$ cat src/rtl/lcd_write_arbiter.sv
// lcd_write_arbiter
// Lets several requesters share one character-LCD write path (the
// controller's start/done byte interface). Requests are arbitrated
// round-robin. The winner's byte and RS flag are latched and handed to the
// controller. After the controller reports done, a settling delay runs so
// the HD44780-style panel can finish the write. Only then does the owner
// receive a one-cycle acknowledge.

module lcd_write_arbiter #(
    parameter int                N_REQ      = 4,
    parameter int                DLY_W      = 18,
    parameter logic [DLY_W-1:0]  DLY_CYCLES = 18'h3FFFE
) (
    input  logic                 iCLK,
    input  logic                 iRST_N,
    input  logic [N_REQ-1:0]     iReq,
    input  logic [8*N_REQ-1:0]   iData,
    input  logic [N_REQ-1:0]     iRS,
    output logic [N_REQ-1:0]     oGrant,
    output logic [N_REQ-1:0]     oAck,
    output logic                 oBusy,
    output logic                 oStart,
    output logic [7:0]           oData,
    output logic                 oRS,
    input  logic                 iDone
);

    localparam int               PTR_W    = (N_REQ > 1) ? $clog2(N_REQ) : 1;
    localparam logic [N_REQ-1:0] ONE_HOT0 = N_REQ'(1);
    localparam logic [PTR_W-1:0] LAST_IDX = PTR_W'(N_REQ - 1);

    typedef enum logic [1:0] {
        ST_IDLE  = 2'd0,
        ST_START = 2'd1,
        ST_DELAY = 2'd2,
        ST_DONE  = 2'd3
    } state_t;

    state_t             r_state;
    logic [PTR_W-1:0]   r_ptr;      // highest-priority requester for the next arbitration
    logic [PTR_W-1:0]   r_owner;    // requester owning the transfer in flight
    logic [DLY_W-1:0]   r_cnt;      // settling-delay counter
    logic [N_REQ-1:0]   r_grant;
    logic [N_REQ-1:0]   r_ack;
    logic               r_busy;
    logic               r_start;
    logic [7:0]         r_data;
    logic               r_rs;

    logic               w_found;
    logic [PTR_W-1:0]   w_win;
    logic [PTR_W-1:0]   w_next_ptr;

    // Round-robin pick: first asserted request at or after r_ptr, wrapping.
    always_comb begin
        int               idx;
        logic [PTR_W-1:0] cand;
        // NOTE: every variable gets a value before the loop so no path leaves
        // it unassigned; otherwise synthesis would infer a latch.
        w_found = 1'b0;
        w_win   = '0;
        idx     = 0;
        cand    = '0;
        for (int k = 0; k < N_REQ; k++) begin
            idx  = (int'(r_ptr) + k) % N_REQ;
            cand = PTR_W'(idx);
            if (!w_found && iReq[cand]) begin
                w_found = 1'b1;
                w_win   = cand;
            end
        end
    end

    // Pointer moves to the requester just after the owner, wrapping at N_REQ.
    always_comb begin
        w_next_ptr = (r_owner == LAST_IDX) ? '0 : r_owner + PTR_W'(1);
    end

    // Transfer sequencer: IDLE -> START -> DELAY -> DONE, outputs registered.
    always_ff @(posedge iCLK or negedge iRST_N) begin
        // NOTE: every register is cleared on reset, including the latched
        // byte. A reset in the middle of a transfer must drop all outputs at
        // once, and no acknowledge may follow.
        if (!iRST_N) begin
            r_state <= ST_IDLE;
            r_ptr   <= '0;
            r_owner <= '0;
            r_cnt   <= '0;
            r_grant <= '0;
            r_ack   <= '0;
            r_busy  <= 1'b0;
            r_start <= 1'b0;
            r_data  <= '0;
            r_rs    <= 1'b0;
        end else begin
            // NOTE: state uses non-blocking assignments. Every register then
            // updates from the values it held before the edge, whatever the
            // statement order.
            case (r_state)
                ST_IDLE: begin
                    r_ack <= '0;
                    if (w_found) begin
                        // Request and payload are sampled only here.
                        r_owner <= w_win;
                        r_grant <= ONE_HOT0 << w_win;
                        r_data  <= iData[{w_win, 3'b000} +: 8];
                        r_rs    <= iRS[w_win];
                        r_start <= 1'b1;
                        r_busy  <= 1'b1;
                        r_state <= ST_START;
                    end
                end

                ST_START: begin
                    // Hold start and payload until the controller reports done.
                    if (iDone) begin
                        r_start <= 1'b0;
                        r_cnt   <= '0;
                        r_state <= ST_DELAY;
                    end
                end

                ST_DELAY: begin
                    // DLY_CYCLES+1 clocks of settling time; grant stays held.
                    if (r_cnt == DLY_CYCLES) begin
                        r_cnt   <= '0;
                        r_grant <= '0;
                        r_ack   <= ONE_HOT0 << r_owner;
                        r_ptr   <= w_next_ptr;
                        r_state <= ST_DONE;
                    end else begin
                        r_cnt <= r_cnt + DLY_W'(1);
                    end
                end

                ST_DONE: begin
                    // Acknowledge lasts exactly this one cycle.
                    r_ack   <= '0;
                    r_busy  <= 1'b0;
                    r_state <= ST_IDLE;
                end

                default: begin
                    r_state <= ST_IDLE;
                end
            endcase
        end
    end

    assign oGrant = r_grant;
    assign oAck   = r_ack;
    assign oBusy  = r_busy;
    assign oStart = r_start;
    assign oData  = r_data;
    assign oRS    = r_rs;

endmodule

$ cat config.mk
export PLATFORM = sky130hd
export DESIGN_NAME = lcd_write_arbiter
export DESIGN_NICKNAME = d
export VERILOG_FILES = /design/src/rtl/lcd_write_arbiter.sv
export SDC_FILE = /design/constraint.sdc
export NUM_CORES = 1
export LEC_CHECK = 0
export ABC_AREA = 0
export ABC_CLOCK_PERIOD_IN_PS = 5700
export CORE_AREA = 2 2 75 70
export DETAILED_ROUTE_END_ITERATION = 8
export DIE_AREA = 0 0 77 72
export PLACE_DENSITY = 0.89
export SLEW_MARGIN = 20
export SYNTH_ARGS = -nofsm -noshare
export SYNTH_HDL_FRONTEND = slang
export SYNTH_SLANG_ARGS = --single-unit
$ cat constraint.sdc
create_clock -name iCLK -period 5.7 [get_ports iCLK]
set_input_delay 1.14 -clock iCLK [delete_from_list [all_inputs] [get_ports iCLK]]
set_output_delay 1.14 -clock iCLK [all_outputs]
set_load 0.005 [all_outputs]
==> results of run 1 <==
[worst max-delay path by stage]
stage	cells after the start	start	slack [ps]	endpoint
after floorplan	5	iReq[0]	3370	oGrant[2]
after global placement	6	iReq[0]	2330	oData[4]
after detailed placement	6	iReq[0]	2240	oData[7]
after CTS	6	iReq[0]	2550	oData[7]
after global routing	5	iReq[0]	2590	oGrant[3]
final	5	iReq[0]	2680	oGrant[2]
[metrics by stage]
stage | setup slack, ps | instance area (sq um) | utilization (%)
floorplan | 3371 | 2461 | -
global placement | 2333 | 3100 | 65.35
detailed placement | 2238 | 3100 | 65.35
CTS | 2550 | 3186 | 67.14
global route | 2585 | 3187 | 67.17
finish | 2678 | 3187 | 67.17
[power groups by stage]
stage | Clock (uW) | Sequential [uW] | Combinational [uW]
floorplan | 0 | 426 | 298
global placement | 0 | 429 | 478
detailed placement | 0 | 431 | 489
CTS | 196 | 427 | 493
global route | 210 | 436 | 545
finish | 192 | 427 | 491
[worst max-delay path, stage by stage]
cell and delay, ps:
clkdlybuf4s50_1 470, nor4_1 680, nand2b_1 470, nor2_1 150, a32o_1 300
[final cells by class]
cell class                      count  area [sq um]  share of cell area [%]
Clock buffer                        6         72.57                   2.277
Clock inverter                      2         12.51                  0.3926
Inverter                           12         45.04                   1.413
Multi-Input combinational cell    189          1294                   40.60
Sequential cell                    43          1076                   33.77
Tap cell                           65         81.33                   2.552
Timing Repair Buffer               61         605.6                   19.00
[metal layers]
layer | global-route usage [%] | vias up | part of all wire, %
met5 | 0 | - | 0
li1 | - | 1016 | -
met1 | 26.46 | 980 | 44
met3 | 3.607 | 8 | 3.5
met2 | 34.31 | 41 | 51
met4 | 10.32 | 0 | 1.2
[flip-flops by register name, indices dropped and copies added (netlist names)]
| name | flops |
|---|---|
| oBusy | 1 |
| oRS | 1 |
| oStart | 1 |
| oAck | 4 |
| r_ptr | 2 |
| r_state | 2 |
| r_cnt | 18 |
| r_owner | 2 |
| oGrant | 4 |
| oData | 8 |
[cell usage in the layout, fill, tap and decap left out, types with 2 or more instances in the layout]
cell             count
a21oi_1             10
a32o_1               2
and3_1               2
and4_1               2
clkbuf_8             5
clkdlybuf4s50_1     60
dfrtp_1             43
ha_1                11
inv_1               12
mux2_4               2
mux2i_1             20
nand2_1             38
nand2b_1             2
nand3_1              8
nand4_1              6
nor2_1              24
nor2b_1              3
nor3_1               2
nor3_2               2
o211ai_1             6
o21ai_0              5
o21ai_1              3
o221ai_1             9
o2bb2ai_1            2
or3_1                2
xnor2_1              4
xor2_1               8
[kinds of logic (layout without fill, tap and decap cells)]
| kind of cell | count (synthesis) | in the layout | synth area share (%) |
|---|---|---|---|
| xor gates and xnor gates | 12 | 12 | 4.270 |
| DFF | 43 | 43 | 43.72 |
| and+or+nand+nor | 99 | 99 | 20.03 |
| adders and majority gates | 11 | 11 | 5.592 |
| muxes | 24 | 24 | 10.37 |
| AOI/OAI and AO/OA | 43 | 43 | 12.25 |
| buffers and inverters | 21 | 81 | 3.762 |
[cells in the mapped netlist, types with 2 or more instances]
cell type and n:
nand2b_1 2, o21ai_1 3, clkbuf_1 2, and3_1 2, nand4_1 6, o211ai_1 6
o221ai_1 9, buf_2 5, nor2_1 24, buf_4 2, nor3_2 2, dfrtp_1 43
o2bb2ai_1 2, o21ai_0 5, nand2_1 38, or3_1 2, mux2i_1 20, mux2_4 2
a32o_1 2, nor3_1 2, and4_1 2, a21oi_1 10, nor2b_1 3, nand3_1 8
inv_1 12, xnor2_1 4, xor2_1 8, ha_1 11
==> results.yml, run 1 <==
worst_setup_path:
  endpoint_kind: "flop"
  crit_fanout: 10
  path_class: "in -> reg"
  crit_required_ps: 5900
  r2r_start: "r_state[0]"
  reg2reg_to: "r_cnt[11]"
  critPathLaunchType: "input pin"
  r2r_setup_slack_ps: 3110
  ff2ff_path_depth: 7
  cp.arrival_ps: 3220
worst_hold_path:
  worstHoldStart: "oData[2]"
  hold_end: "oData[2]"
  hold_class: "reg -> reg"
  min_path_cells: 2
clock_network:
  clk_pin_slew_ps: 90
  cts_max_path_buffers: 2
  cts_resized: 0
  clock_latency_ps: 300
  clock-root-buffer: "clkbuf_8"
  holdBufCountCts: 0
  cts_tree: "built"
  postCtsSetupBuffers: 0
  ctsHtreeMaxLevel: 2
  cts_sinks: 43
  numCtsBuffers: 5
drt:
  via_per_inst: 5.410
  routedWlPerCell_um: 14.34
  ant_nets: 0
  drc: 0
  routed_wirelength_um: 5421
  firstDrtPassIters: 4
  drt_iter0_drc: 119
  num_vias: 2045
global_routing:
  grt_pass1_wl_um: 9156
  grt_overflow: 0
  grt_max_degree: 44
  grtUsageTotal_pct: 20.65
  grt_pass1_vias: 2041
  grt_antenna_before_repair: 0
yosys:
  avgSynthCellArea_sq_um: 9.728
  synth_edf_count: 0
  synthTopCellsByArea: "dfrtp_1, mux2i_1, nand2_1"
  syn-cell-area_sq_mm: 0.002461
  ys_seq_area_share_pct: 43.72
  ys_seq_elements: 43
  yosysUniqueCellTypes: 44
  syn_nets: 307
  syn_inst: 253
  synth_top_area_share_pct: 43.72
  synth_area_leader_cell: "dfrtp_1"
  synth_ff_type: "dfrtp_1"
  ys_warn_count: 0
  async_flop_share_pct: 100.0
timing:
  fmax_ghz: 0.3309
  worst_pin_slew_ps: 931.5
  slew_violations: 0
  finClkSkew_ps: 7.716
  fin_tns_setup_ps: 0
  hold_viol_final: 0
  fin_hold_ws_ps: 493.5
  slew_headroom_pct: 37.90
  fin_crit_ps: 3022
  fin_crit_sh_pct: 53.02
  rsz0062_at_grt: "no"
  setup_violations: 0
layout:
  fin_cells: 378
  nets: 366
  drive_gt1_share_pct: 6.070
  syn2layout_area_growth_pct: 29.49
  diodes: 0
  nFillCells: 379
run_status:
  status: "completed"
placement:
  place_inst: 370
  hpwl_um: 3966
  gp_congestion: 0.8031
  port_buffers: 61
power_and_ir_drop:
  power_density_mw_per_mm2: 348.3
  swShare_pct: 38.24
  power_frac_comb_pct: 44.2
  vdd_drop_max_mv: 0.2058
  p_switching_uw: 424.5
  clkPwrFrac_pct: 17.3
  finalPower_uw: 1110
  p_int_uw: 685.6
  p_leak_uw: 0.001330
  seq_power_share_pct: 38.5
floorplanning:
  coreArea_sq_mm: 0.004745
  die_w_um: 77
  die-area_sq_mm: 0.005544
  die_h_um: 72
  initial_core_util_pct: 51.87
  rows: 24
  boundaryPins: 62
run:
  drv_cap: 0
Note: power is estimated with default switching activity, not from simulation.
==> run 2, diff against run 1 <==
--- a/config.mk
+++ b/config.mk
@@ -6,11 +6,11 @@
 export NUM_CORES = 1
 export LEC_CHECK = 0
 export ABC_AREA = 0
-export ABC_CLOCK_PERIOD_IN_PS = 5700
-export CORE_AREA = 2 2 75 70
+export ABC_CLOCK_PERIOD_IN_PS = 2700
+export CORE_AREA = 2 2 82 76
 export DETAILED_ROUTE_END_ITERATION = 8
-export DIE_AREA = 0 0 77 72
-export PLACE_DENSITY = 0.89
+export DIE_AREA = 0 0 84 78
+export PLACE_DENSITY = 0.8
 export SLEW_MARGIN = 20
 export SYNTH_ARGS = -nofsm -noshare
 export SYNTH_HDL_FRONTEND = slang
==> constraint.sdc (replaced) <==
create_clock -name iCLK -period 2.7 [get_ports iCLK]
set_input_delay 0.54 -clock iCLK [delete_from_list [all_inputs] [get_ports iCLK]]
set_output_delay 0.54 -clock iCLK [all_outputs]
set_load 0.005 [all_outputs]
==> run 2 against run 1 <==
Compared with the run above: routed wire length rose by 2.8%; core utilization is 9.7 points lower; first-iteration DRC count up 15%; sequential cell count stayed put; hold slack worse by 120 ps; total power up 120%; die area grew 18%; non-clock buffer count increased by 3; final cell count rose by 2.1%; sequential power rose by 110%; critical path depth unchanged; worst setup slack worse by 2200 ps; largest cell class unchanged.
==> results.yml, run 2 (synthesized netlist as in run 1, its figures left out) <==
power_and_ir_drop:
  power_frac_comb_pct: 44.4
  clkPwrFrac_pct: 17.9
  finalPower_uw: 2395
  power_density_mw_per_mm2: 740.5
  swShare_pct: 38.57
  p_switching_uw: 923.8
  vdd_drop_max_mv: 0.3756
  p_leak_uw: 0.001349
  p_int_uw: 1471
  seq_power_share_pct: 37.7
layout:
  mostFrequentLayoutCells: "clkdlybuf4s50_1, dfrtp_1, nand2_1"
  nets: 369
  top_register: "r_cnt"
  syn2layout_area_growth_pct: 31.42
  largest_reg_flops: 18
  stdcell_area_sq_mm: 0.003234
  layout_commonest_cell: "clkdlybuf4s50_1"
  regArea_sq_mm: 0.001076
  nFillCells: 490
  multi_input_area_sq_mm: 0.001292
  drive_gt1_share_pct: 6.962
  diodes: 0
run:
  drv_cap: 0
clock_network:
  clock_latency_ps: 300
  cts_resized: 0
  cts_tree: "built"
  cts_sinks: 43
  postCtsSetupBuffers: 0
  cts_max_path_buffers: 2
  ctsHtreeMaxLevel: 2
  holdBufCountCts: 0
  clk_pin_slew_ps: 90
  numCtsBuffers: 5
  clock-root-buffer: "clkbuf_8"
worst_setup_path:
  r2r_setup_slack_ps: 580
  ff2ff_path_depth: 7
  crit_required_ps: 2860
  crit_fanout: 10
  worst-path-buf-inv: 1
  crit_chain: "clkdlybuf4s50_1 -> nor4_1 -> nor2b_1 -> nand2_1 -> o221ai_1"
  reg2reg_to: "r_cnt[16]"
  crit_path_max_incr_delay_ps: 640
  path_class: "in -> reg"
  cp.arrival_ps: 2390
  r2r_start: "r_state[1]"
  cpMaxStageDelayCell: "nor4_1"
  endpoint_kind: "flop"
  cp_top_family: "simple AND/OR/NAND/NOR gates"
  critPathLaunchType: "input pin"
timing:
  fin_tns_setup_ps: 0
  finClkSkew_ps: 9.161
  fmax_ghz: 0.4476
  setup_violations: 0
  slew_headroom_pct: 37.37
  rsz0062_at_grt: "no"
  hold_viol_final: 0
  slew_violations: 0
  fin_crit_ps: 2234
  worst_pin_slew_ps: 939.5
  fin_crit_sh_pct: 82.75
placement:
  port_buffers: 61
  hpwl_um: 4222
  gp_congestion: 0.8043
  placed_area_sq_mm: 0.003142
floorplanning:
  die_h_um: 78
  rows: 26
  boundaryPins: 62
  die_w_um: 84
  coreArea_sq_mm: 0.005628
  initial_core_util_pct: 43.73
  die-area_sq_mm: 0.006552
global_routing:
  grt_overflow: 0
  grt_pass1_wl_um: 9211
  grtUsageTotal_pct: 17.57
  grt_pass1_vias: 1967
  grt_max_degree: 44
  grt_antenna_before_repair: 0
drt:
  drt_iter0_drc: 137
  drc: 0
  via_per_inst: 5.301
  firstDrtPassIters: 4
  num_vias: 2046
  routedWlPerCell_um: 14.44
  routed_wirelength_um: 5573
  ant_nets: 0
worst_hold_path:
  hold_class: "in -> async"
run_status:
  status: "completed"
## run 2: area by class of cell
class	count	area share [%]
Multi-Input combinational cell	189	39.96
Sequential cell	43	33.27
Timing Repair Buffer	64	19.81
Inverter	12	1.393
Clock inverter	3	0.7350
Tap cell	70	2.708
Clock buffer	5	2.128
## run 2: worst max-delay path by stage
| stage | to | startpoint | cells after the start | slack, ps |
|---|---|---|---|---|
| 5_1_grt | oData[2] | iReq[0] | 5 | 280 |
| 4_1_cts | oRS | iReq[0] | 5 | 450 |
| 6_report | oData[3] | iReq[0] | 5 | 470 |
| 2_1_floorplan | r_cnt[11] | r_state[0] | 8 | 740 |
| 3_5_place_dp | oRS | iReq[0] | 5 | 110 |
| 3_3_place_gp | r_state[1] | iReq[0] | 6 | 230 |
## run 2: layer usage
layer | track usage [%] | wire [um]
met5 | 0 | 0
met4 | 6.452 | 87
met2 | 30.08 | 2823
met1 | 22.04 | 2482
met3 | 3.511 | 181
## run 2: power by group through the flow
stage,combinational (uW),sequential [uW],clock (uW)
2_1_floorplan,630,899,0
3_3_place_gp,1040,907,0
3_5_place_dp,1070,911,0
4_1_cts,1070,902,440
5_1_grt,1180,924,469
6_report,1060,902,429
## run 2: worst reg2reg max path, stage by stage (launching register included)
cell and delay, ps:
dfrtp_1 410, inv_1 100, ha_1 240, mux2i_2 260, nor4_2 550, nand3_1 210
xor2_1 170, nor2_1 60
## run 2: through the flow
stage               cells  utilization [%]  hold WS [ps]  worst slack (ps)
floorplan             253                -         244.4             742.5
global placement      378            55.82         468.6             229.0
detailed placement    378            55.82         477.5             109.4
CTS                   386            57.47         409.9             447.4
global route          386            57.47         461.9             283.7
finish                386            57.47         372.7             465.6
==> edit: new RTL, config.mk and constraints of run 2 <==
Re-encode `state_t` (4 states) as one-hot, 4 bits wide.
--- a/src/rtl/lcd_write_arbiter.sv
+++ b/src/rtl/lcd_write_arbiter.sv
@@ -31,7 +31,7 @@
 
-    typedef enum logic [1:0] {
-        ST_IDLE  = 2'd0,
-        ST_START = 2'd1,
-        ST_DELAY = 2'd2,
-        ST_DONE  = 2'd3
+    typedef enum logic [3:0] {
+        ST_IDLE  = 4'b0001,
+        ST_START = 4'b0010,
+        ST_DELAY = 4'b0100,
+        ST_DONE  = 4'b1000
     } state_t;
Formal check against the unedited RTL: no difference found for any inputs over 4 cycles, from zero or initial values and one cycle with iRST_N low; so few cycles prove little.
==> edit against run 2 <==
Critical path depth rose by 1; wire length rose by 35%; cell area is 9.6% higher; global-route usage grew 5.6 points; synthesized area increased by 13%; sequential cell count rose by 2; die area is the same; first-iteration DRC count grew 26%; count of clock-buffer cells in the layout grew 2; non-clock buffer count is 11 higher; total power up 15%; worst setup slack improved by 55 ps; critical endpoint is now oData[5].
==> edit: results <==
<?xml version="1.0" encoding="UTF-8"?>
<metrics>
  <group name="global_routing">
    <metric name="grt_util_met3" unit="%">3.62</metric>
    <metric name="met1_usage" unit="%">33.7</metric>
    <metric name="grt_pass1_vias" unit="">2525</metric>
    <metric name="grt_pass1_wl" unit="mm">12.4</metric>
    <metric name="groute.layer.met2.usage" unit="%">36.2</metric>
  </group>
  <group name="power">
    <metric name="seq-power" unit="uW">1220</metric>
    <metric name="clock_network_power_share" unit="%">15.7</metric>
    <metric name="power_switching" unit="uW">1060</metric>
    <metric name="p_leak" unit="uW">0.00150</metric>
  </group>
  <group name="worst_setup_path">
    <metric name="rr_worst_depth" unit="">6</metric>
    <metric name="reg2reg_to" unit="">r_cnt[17]</metric>
    <metric name="crit_end" unit="">oData[5]</metric>
    <metric name="cp_top_family" unit="">compound AO/OA/AOI/OAI gates</metric>
  </group>
  <group name="route">
    <metric name="dr_wl_met2" unit="mm">3.61</metric>
    <metric name="detail_route.wirelength" unit="mm">7.53</metric>
    <metric name="wirelength_met1" unit="mm">3.57</metric>
    <metric name="vias" unit="">2705</metric>
    <metric name="initialDrtViolationCount" unit="">173</metric>
  </group>
  <group name="synthesis">
    <metric name="synth.top_cells.by_area" unit="">sky130_fd_sc_hd__dfrtp_1, sky130_fd_sc_hd__o21ai_0, sky130_fd_sc_hd__nand3_1</metric>
    <metric name="synth_adder_area_share" unit="%">2.71</metric>
    <metric name="synth_nets" unit="">361</metric>
    <metric name="synth-compound-area-share" unit="%">24.8</metric>
    <metric name="post_synth_xor_area_fraction" unit="%">0.316</metric>
    <metric name="synth.area.mux_share" unit="%">0.768</metric>
  </group>
  <group name="layout">
    <metric name="final_net_count" unit="">419</metric>
    <metric name="drive_above_1_share" unit="%">8.38</metric>
    <metric name="area_used_by_multi_input_combinational_logic" unit="um2">1500</metric>
    <metric name="fillerInstances" unit="">492</metric>
  </group>
  <group name="sta">
    <metric name="fin_skew" unit="ps">4.30</metric>
    <metric name="worst_slew_margin_rel" unit="%">48.6</metric>
    <metric name="hold_slack" unit="ps">187</metric>
  </group>
  <group name="status">
    <metric name="status" unit="">finished, final reports clean</metric>
  </group>
  <group name="placement">
    <metric name="place_area" unit="um2">3460</metric>
  </group>
</metrics>
-- edit: changes by cell type in the layout (fill, tap and decap cells not counted), moves of 6 or more --
cell                        delta
sky130_fd_sc_hd__nand2_1      -11
sky130_fd_sc_hd__buf_4        +12
sky130_fd_sc_hd__xor2_1        -8
sky130_fd_sc_hd__a31oi_1      +10
sky130_fd_sc_hd__o221ai_1      -9
sky130_fd_sc_hd__mux2i_1      -19
sky130_fd_sc_hd__and3_1       +11
sky130_fd_sc_hd__o21ai_0      +20
sky130_fd_sc_hd__or3_1         +6
sky130_fd_sc_hd__a22oi_1      +11
sky130_fd_sc_hd__nand3_1      +14
sky130_fd_sc_hd__o2111ai_1     +7
-- edit: cell type report --
class	count	area share, %
Tap cell	70	2.47
Inverter	8	0.847
Clock buffer	7	2.44
Sequential cell	45	31.8
Timing Repair Buffer	75	20.0
Multi-Input combinational cell	235	42.4
-- edit: stage by stage --
stage	power, uW	std cells
floorplan	1810	312
global placement	2260	433
detailed placement	2320	433
CTS	2740	440
global route	2940	440
finish	2740	440
